==> src/rtl/r4_digit_reverse_buf.sv <==
// Ping-pong reorder buffer: converts radix-4 digit-reversed FFT output to natural bin order.
// Writes land at digit-reversed addresses; a registered read stage streams the full bank out in order.
module r4_digit_reverse_buf #(
  parameter int WL    = 16,
  parameter int LOG4N = 2
) (
  input  logic          clk,
  input  logic          rst_n,
  input  logic          in_valid,
  input  logic [WL-1:0] in_r,
  input  logic [WL-1:0] in_i,
  output logic          in_ready,
  input  logic          out_ready,
  output logic          out_valid,
  output logic [WL-1:0] out_r,
  output logic [WL-1:0] out_i,
  output logic          out_last,
  output logic          overflow
);

  localparam int AW = 2 * LOG4N;
  localparam int N  = 1 << AW;

  typedef enum logic [1:0] {IDLE, STREAM, DRAIN} rd_state_t;

  rd_state_t       state, state_nxt;
  logic [2*WL-1:0] mem [2*N];
  logic [AW-1:0]   wcnt;
  logic [AW-1:0]   raddr, raddr_nxt, ld_addr;
  logic            wbank, rbank, rbank_nxt, ld_bank;
  logic            load, rd_free, valid_nxt, wr_en;
  logic [1:0]      full, full_nxt;

  function automatic logic [AW-1:0] digitrev(input logic [AW-1:0] a);
    logic [AW-1:0] r;
    r = '0;
    for (int unsigned d = 0; d < LOG4N; d++)
      r[2*d +: 2] = a[2*(LOG4N-1-d) +: 2];
    return r;
  endfunction

  assign in_ready = !full[wbank];
  assign wr_en    = in_valid && in_ready;

  always_ff @(posedge clk) begin
    if (wr_en)
      mem[{wbank, digitrev(wcnt)}] <= {in_r, in_i};
  end

  always_ff @(posedge clk or negedge rst_n) begin
    if (!rst_n) begin
      wcnt     <= '0;
      wbank    <= 1'b0;
      overflow <= 1'b0;
    end else begin
      if (wr_en) begin
        wcnt <= wcnt + 1'b1;
        if (wcnt == '1)
          wbank <= ~wbank;
      end
      if (in_valid && !in_ready)
        overflow <= 1'b1;
    end
  end

  // Fill and free never target the same bank in one cycle: the writer only
  // touches a non-full bank, the reader only frees a full one.
  always_comb begin
    full_nxt = full;
    if (wr_en && wcnt == '1)
      full_nxt[wbank] = 1'b1;
    if (rd_free)
      full_nxt[rbank] = 1'b0;
  end

  always_comb begin
    state_nxt = state;
    raddr_nxt = raddr;
    rbank_nxt = rbank;
    ld_bank   = rbank;
    ld_addr   = raddr;
    load      = 1'b0;
    rd_free   = 1'b0;
    valid_nxt = out_valid;
    unique case (state)
      IDLE: begin
        if (full[rbank]) begin
          state_nxt = STREAM;
          raddr_nxt = '0;
        end
      end
      STREAM: begin
        if (!out_valid || out_ready) begin
          load      = 1'b1;
          valid_nxt = 1'b1;
          raddr_nxt = raddr + 1'b1;
          if (raddr == '1)
            state_nxt = DRAIN;
        end
      end
      DRAIN: begin
        if (out_valid && out_ready) begin
          rd_free   = 1'b1;
          rbank_nxt = ~rbank;
          // Other bank ready: present its bin 0 now so frames run without a gap.
          if (full[~rbank]) begin
            load      = 1'b1;
            ld_bank   = ~rbank;
            ld_addr   = '0;
            raddr_nxt = {{(AW-1){1'b0}}, 1'b1};
            state_nxt = STREAM;
          end else begin
            valid_nxt = 1'b0;
            raddr_nxt = '0;
            state_nxt = IDLE;
          end
        end
      end
      default: state_nxt = IDLE;
    endcase
  end

  always_ff @(posedge clk or negedge rst_n) begin
    if (!rst_n) begin
      state     <= IDLE;
      raddr     <= '0;
      rbank     <= 1'b0;
      full      <= '0;
      out_valid <= 1'b0;
      out_last  <= 1'b0;
      out_r     <= '0;
      out_i     <= '0;
    end else begin
      state     <= state_nxt;
      raddr     <= raddr_nxt;
      rbank     <= rbank_nxt;
      full      <= full_nxt;
      out_valid <= valid_nxt;
      if (load) begin
        {out_r, out_i} <= mem[{ld_bank, ld_addr}];
        out_last       <= (ld_addr == '1);
      end else if (!valid_nxt) begin
        out_last <= 1'b0;
      end
    end
  end

endmodule
==> config.mk <==
export PLATFORM = sky130hd
export DESIGN_NAME = r4_digit_reverse_buf
export DESIGN_NICKNAME = d
export VERILOG_FILES = /design/src/rtl/r4_digit_reverse_buf.sv
export SDC_FILE = /design/constraint.sdc
export NUM_CORES = 1
export LEC_CHECK = 0
export BUFFER_PORTS_ARGS = -buffer_cell sky130_fd_sc_hd__buf_2
export CORE_MARGIN = 2
export CORE_UTILIZATION = 45
export DETAILED_ROUTE_END_ITERATION = 7
export PLACE_DENSITY = 0.68
export SLEW_MARGIN = 10
export SYNTH_ARGS = -nofsm -noshare
export SYNTH_HDL_FRONTEND = slang
export SYNTH_SLANG_ARGS = --single-unit
==> constraint.sdc <==
create_clock -name clk -period 7.6 [get_ports clk]
set_input_delay 0.38 -clock clk [delete_from_list [all_inputs] [get_ports clk]]
set_output_delay 0.38 -clock clk [all_outputs]
set_load 0.05 [all_outputs]
# Word-level counts from Yosys, hierarchy flattened
# Memory sizes are Yosys's and may differ from the RTL's. A register that Yosys moved wholly into a read port is not among the register bits.
# Cells that the tools add are included.
[totals]
regBits = 17
mem_bits_ro = 0
ramBits = 1024
out_inout_bits = 36
in_bits = 36
latch_bits = 0
word_cells = 91
n_memories = 1
[memory_table]
columns = ["name", "depth", "word_bits", "rd", "rd_clocked_by_memory_dff", "wr", "line_no", "source"]
rows = [
  ["mem", 32, 32, 1, 1, 1, "27", "logic [2*WL-1:0] mem [2*N];"],
]
[classes]
n_addsub = 2
n_div = 0
bitwise_logic = 5
eq_ne = 10
order_cmp = 5
reduce_logical = 16
mul = 0
n_shift = 0
n_mux = 43
[ops]
columns = ["operator", "count"]
rows = [
  ["1-bit 2-to-1 mux", 25],
  ["4-bit 2-to-1 mux", 6],
  ["4-bit == test, second input constant", 3],
  ["2-bit 2-to-1 mux", 6],
  ["4-bit case mux with 3 select lines", 1],
  ["2-bit != test, second input constant", 5],
  ["4-bit by 1-bit adder with 4-bit output, second input constant", 2],
  ["4-bit AND reduction", 2],
  ["1-bit logical AND", 6],
  ["1-bit by 2-bit less-than comparator with 1-bit output, second input constant", 3],
  ["2-bit case mux with 3 select lines", 1],
  ["1-bit case mux with 2 select lines", 2],
  ["2-bit AND reduction", 2],
  ["1-bit logical NOT", 3],
  ["3-bit nonzero test", 1],
  ["2-bit bitwise AND", 1],
  ["1-bit demux with 1-bit select", 2],
  ["2-bit by 1-bit == test with 1-bit output, second input constant", 1],
  ["2-bit == test, second input constant", 1],
  ["1-bit greater-or-equal comparator, second input constant", 2],
  ["2-bit logical NOT", 1],
  ["1-bit inverter", 2],
  ["2-bit inverter", 1],
  ["2-bit bitwise OR", 1],
  ["1-bit logical OR", 1],
]

# Depth between registers and ports, before layout
[depth]
word_depth = 8
depth_mapped = 10

# Least setup slack after synthesis
# No wires, ideal clock.
[synth_path]
path_kind = "register to register"
from = "register wbank"
to = "memory mem[12][0] in the netlist's numbering, enable pin"
arrival_ps = 3624
stages_incl_launch_ff = 7
path_slack_ps = 3555
cell_sequence = "dfrtp_1 > buf_2 > mux2i_1 > nand2_1 > or3_1 > clkbuf_1 > nor2_1"
[synth_via]
elab_chain_len = 6
[synth_lines]
columns = ["item", "line_no", "source"]
rows = [
  ["start, declared", "30", "logic wbank, rbank, rbank_nxt, ld_bank;"],
  ["start signal, assigned", "59", "wbank <= ~wbank;"],
  ["1-bit 2-to-1 mux (implied by the code) (2 in series)", "42", "assign in_ready = !full[wbank];"],
  ["1-bit logical NOT", "42", ""],
  ["named net in_ready", "12", "output logic in_ready,"],
  ["1-bit logical AND", "43", "assign wr_en = in_valid && in_ready;"],
  ["1-bit 2-to-1 mux", "46", "if (wr_en)"],
  ["1-bit 2-to-1 mux (implied by the code)", "47", "mem[{wbank, digitrev(wcnt)}] <= {in_r, in_i};"],
  ["end, declared", "27", ""],
]
# The timed path passes the listed nets, and every way through them passes these cells. The select of a mux whose other input is x is not followed.

# Final worst setup path
[layout_path]
from = "register wbank"
to = "memory mem[29][9] in the netlist's numbering, enable pin"
[layout_via]
elab_chain_len = 6
[layout_lines]
columns = ["item", "line_no"]
rows = [
  ["1-bit 2-to-1 mux (implied by the code) (2 in series)", "42"],
  ["1-bit logical NOT", "42"],
  ["1-bit logical AND", "43"],
  ["1-bit 2-to-1 mux", "46"],
  ["1-bit 2-to-1 mux (implied by the code)", "47"],
]
# Parallel ways exist; a longest one is shown, timed or not. The select of a mux whose other input is x is not followed.

==> impl_metrics.sql <==
INSERT INTO impl_metrics (metric_group, metric, value, unit) VALUES
('synth', 'synthSimpleGateAreaFrac', '2.46', '%'),
('setup_path', 'regToRegEndpoint', 'mem[29][9]', ''),
('synth', 'number_of_synthesized_flops_with_an_enable_pin', '1024', ''),
('setup_path', 'kind_of_start_point_of_the_critical_path', 'flop', ''),
('synth', 'synth_compound_gate_area_share', '7.02', '%'),
('floorplanning', 'std_cell_rows', '112', ''),
('setup_path', 'worst_ep_arrival_time', '4.36', 'ns'),
('synth', 'netlist.top_cell.by_area', 'sky130_fd_sc_hd__edfxtp_1', ''),
('synth', 'yosysWarningCount', '0', ''),
('cells_and_area', 'final_layout_size_suffix_gt1_share', '18.9', '%'),
('status', 'outcome', 'completed', ''),
('synth', 'synth-main-ff-cell', 'sky130_fd_sc_hd__edfxtp_1', ''),
('sta', 'maxSlewHeadroom', '21.0', '%'),
('sta', 'final-setup-viol-count', '0', ''),
('global_route', 'first_global_vias', '22900', ''),
('drt', 'drcViolationCount', '0', ''),
('setup_path', 'crit_family', 'simple AND/OR/NAND/NOR gates', ''),
('clock_network', 'cts_resized', '0', ''),
('placed_design', 'gpl.final_weighted_congestion', '0.858', ''),
('setup_path', 'critPathKind', 'flop to flop', ''),
('sta', 'max_freq', '248', 'MHz'),
('global_route', 'grt_max_degree', '159', ''),
('synth', 'synth-adder-area-share', '0.177', '%'),
('setup_path', 'critical_path.slowest_cell', 'sky130_fd_sc_hd__nor2_4', ''),
('cells_and_area', 'finish.net_count', '2411', ''),
('drt', 'drtPass1Iterations', '5', ''),
('clock_network', 'ctsHoldBuffers', '2', ''),
('hold_path', 'min_to', 'mem[28][18]', ''),
('synth', 'muxShareOfSynthArea', '12.4', '%'),
('drt', 'viasPerCell', '6.19', ''),
('placed_design', 'dpl.hpwl', '63500', 'um'),
('global_route', 'grt_antenna_before_repair', '7', ''),
('placed_design', 'io_buffers', '71', ''),
('synth', 'yosys.cell_count.top_type', 'sky130_fd_sc_hd__edfxtp_1', ''),
('floorplanning', 'die_area', '96600', 'um^2'),
('setup_path', 'endpoint_kind', 'flop', ''),
('cells_and_area', 'area.growth.synth_to_final', '13.3', '%'),
('cells_and_area', 'n_fill_cell', '7385', ''),
('clock_network', 'post_cts.repair.setup_buffers', '0', ''),
('clock_network', 'clkTransAtPathRegs', '0.06', 'ns'),
('sta', 'final_min_period_over_clock_period', '53.2', '%'),
('global_route', 'top_usage_layer', 'met2', ''),
('drt', 'drt-total-wl', '111000', 'um'),
('setup_path', 'required', '7.92', 'ns'),
('floorplanning', 'design.core.area', '93300', 'um^2'),
('power_and_ir_drop', 'ir_worst_vdd', '0.000308', 'V'),
('hold_path', 'hold_path_class', 'input pin to flop', ''),
('setup_path', 'crit_chain', 'mux2i_1 > and2_1 > nand3b_1 > nor2_4 > buf_4', ''),
('global_route', 'grt_overflow_total', '0', ''),
('sta', 'final.min_clock_period', '4.04', 'ns'),
('global_route', 'grt_first_pass_wirelength', '161000', 'um'),
('setup_path', 'max_stage_delay', '0.79', 'ns'),
('power_and_ir_drop', 'totalPowerFinal', '16.3', 'mW'),
('power_and_ir_drop', 'p_leak', '14.9', 'nW'),
('placed_design', 'placedInstanceArea', '44100', 'um^2'),
('sta', 'rsz0062_at_grt', 'false', ''),
('synth', 'yosysTopAreaCellShare', '72.6', '%'),
('synth', 'synthesis.area', '42300', 'um^2'),
('synth', 'yosys-top-cells-area', 'sky130_fd_sc_hd__edfxtp_1, sky130_fd_sc_hd__mux2i_1, sky130_fd_sc_hd__mux4_2, sky130_fd_sc_hd__dfrtp_1, sky130_fd_sc_hd__o22ai_1', ''),
('hold_path', 'min_path_cells', '1', ''),
('synth', 'synth.distinct_cells', '72', ''),
('synth', 'netlist_top_cells_count', 'sky130_fd_sc_hd__edfxtp_1, sky130_fd_sc_hd__mux2i_1, sky130_fd_sc_hd__nor2_1', ''),
('power_and_ir_drop', 'power-per-cell-area', '339', 'nW/um^2'),
('drt', 'wl_per_cell', '30.0', 'um'),
('floorplanning', 'design.portCount', '72', ''),
('setup_path', 'depth_of_the_worst_register_to_register_path', '5', ''),
('synth', 'async_reset_ff_share', '4.57', '%'),
('setup_path', 'combined_buffer_and_inverter_count_along_the_critical_path', '1', ''),
('sta', 'setup-tns-final', '0', 'ns'),
('synth', 'synth-xor-area-share', '0.103', '%'),
('global_route', 'met1_usage', '31.1', '%');
[final cells by class]
class | instances | area, um^2 | area share (%)
inverters | 12 | 45.0 | 0.0939
well taps | 1254 | 1570 | 3.27
diodes | 1 | 2.50 | 0.00522
flip-flops and latches | 1073 | 32000 | 66.7
repair buffers | 131 | 996 | 2.08
multi-input cells | 1046 | 9640 | 20.1
clock inverters | 55 | 777 | 1.62
clock buffers | 143 | 2930 | 6.12
[logic make-up (layout without fill, tap and decap cells)]
group | count (synthesis) | count (layout)
other | 0 | 1
AOI/OAI and AO/OA | 413 | 413
xor gates and xnor gates | 5 | 5
adders and majority gates | 6 | 6
muxes | 393 | 393
DFF | 1073 | 1073
buffers and inverters | 155 | 341
and+or+nand+nor | 229 | 229
[through the flow]
step	setup WS [ns]	hold slack [ns]	cells
floorplan	3.55	0.0844	2274
global placement	3.63	0.475	3505
detailed placement	3.62	0.482	3509
CTS	3.58	0.202	3709
global route	3.50	0.244	3715
finish	3.56	0.238	3715
[worst max-delay path by stage]
stage / cells past startpoint / from / end
final: 5 / wbank / mem[29][9]
after CTS: 4 / wbank / mem[11][19]
after global placement: 4 / wbank / mem[9][10]
after detailed placement: 4 / wbank / mem[11][28]
after floorplan: 6 / wbank / mem[12][0]
after global routing: 5 / wbank / mem[29][9]
[layout by cell type (no fill, tap or decap), types with 17 or more instances in the layout]
cell type                   synthesis  final
sky130_fd_sc_hd__o211ai_1          24     24
sky130_fd_sc_hd__nor2_4             2     34
sky130_fd_sc_hd__a22oi_1           43     43
sky130_fd_sc_hd__o221ai_1          17     17
sky130_fd_sc_hd__mux2i_1          274    274
sky130_fd_sc_hd__clkbuf_16          0    107
sky130_fd_sc_hd__buf_4             33     48
sky130_fd_sc_hd__a21oi_1           57     57
sky130_fd_sc_hd__nor2_1           126     93
sky130_fd_sc_hd__nand2_1           34     34
sky130_fd_sc_hd__buf_2             47     70
sky130_fd_sc_hd__mux2_2            18     18
sky130_fd_sc_hd__a221oi_1          39     39
sky130_fd_sc_hd__o21ai_0           43     43
sky130_fd_sc_hd__dfrtp_1           49     45
sky130_fd_sc_hd__mux4_2            88     88
sky130_fd_sc_hd__bufinv_16          0     17
sky130_fd_sc_hd__clkbuf_1          31     24
sky130_fd_sc_hd__edfxtp_1        1024   1024
sky130_fd_sc_hd__o22ai_1           82     82
[layer usage]
layer / part of all wire [%] / wire [um]
met4: 3.3 / 3730
met3: 10 / 11300
met2: 47 / 52600
met1: 39 / 43800
met5: 0.033 / 37
[report_power, final]
| part | leakage (nW) | total [mW] | internal [mW] | switching [mW] |
|---|---|---|---|---|
| Sequential | 9.77 | 7.20 | 6.88 | 0.317 |
| Clock | 1.80 | 5.50 | 3.29 | 2.21 |
| Combinational | 3.32 | 3.56 | 1.29 | 2.28 |
[registers in the layout, indices dropped and copies added (netlist names)]
name	flops
full	2
mem	1024
out_i	16
out_last	1
out_r	16
out_valid	1
overflow	1
raddr	4
rbank	1
state	2
wbank	1
wcnt	4
No activity file was read; power rests on OpenSTA's default activity.
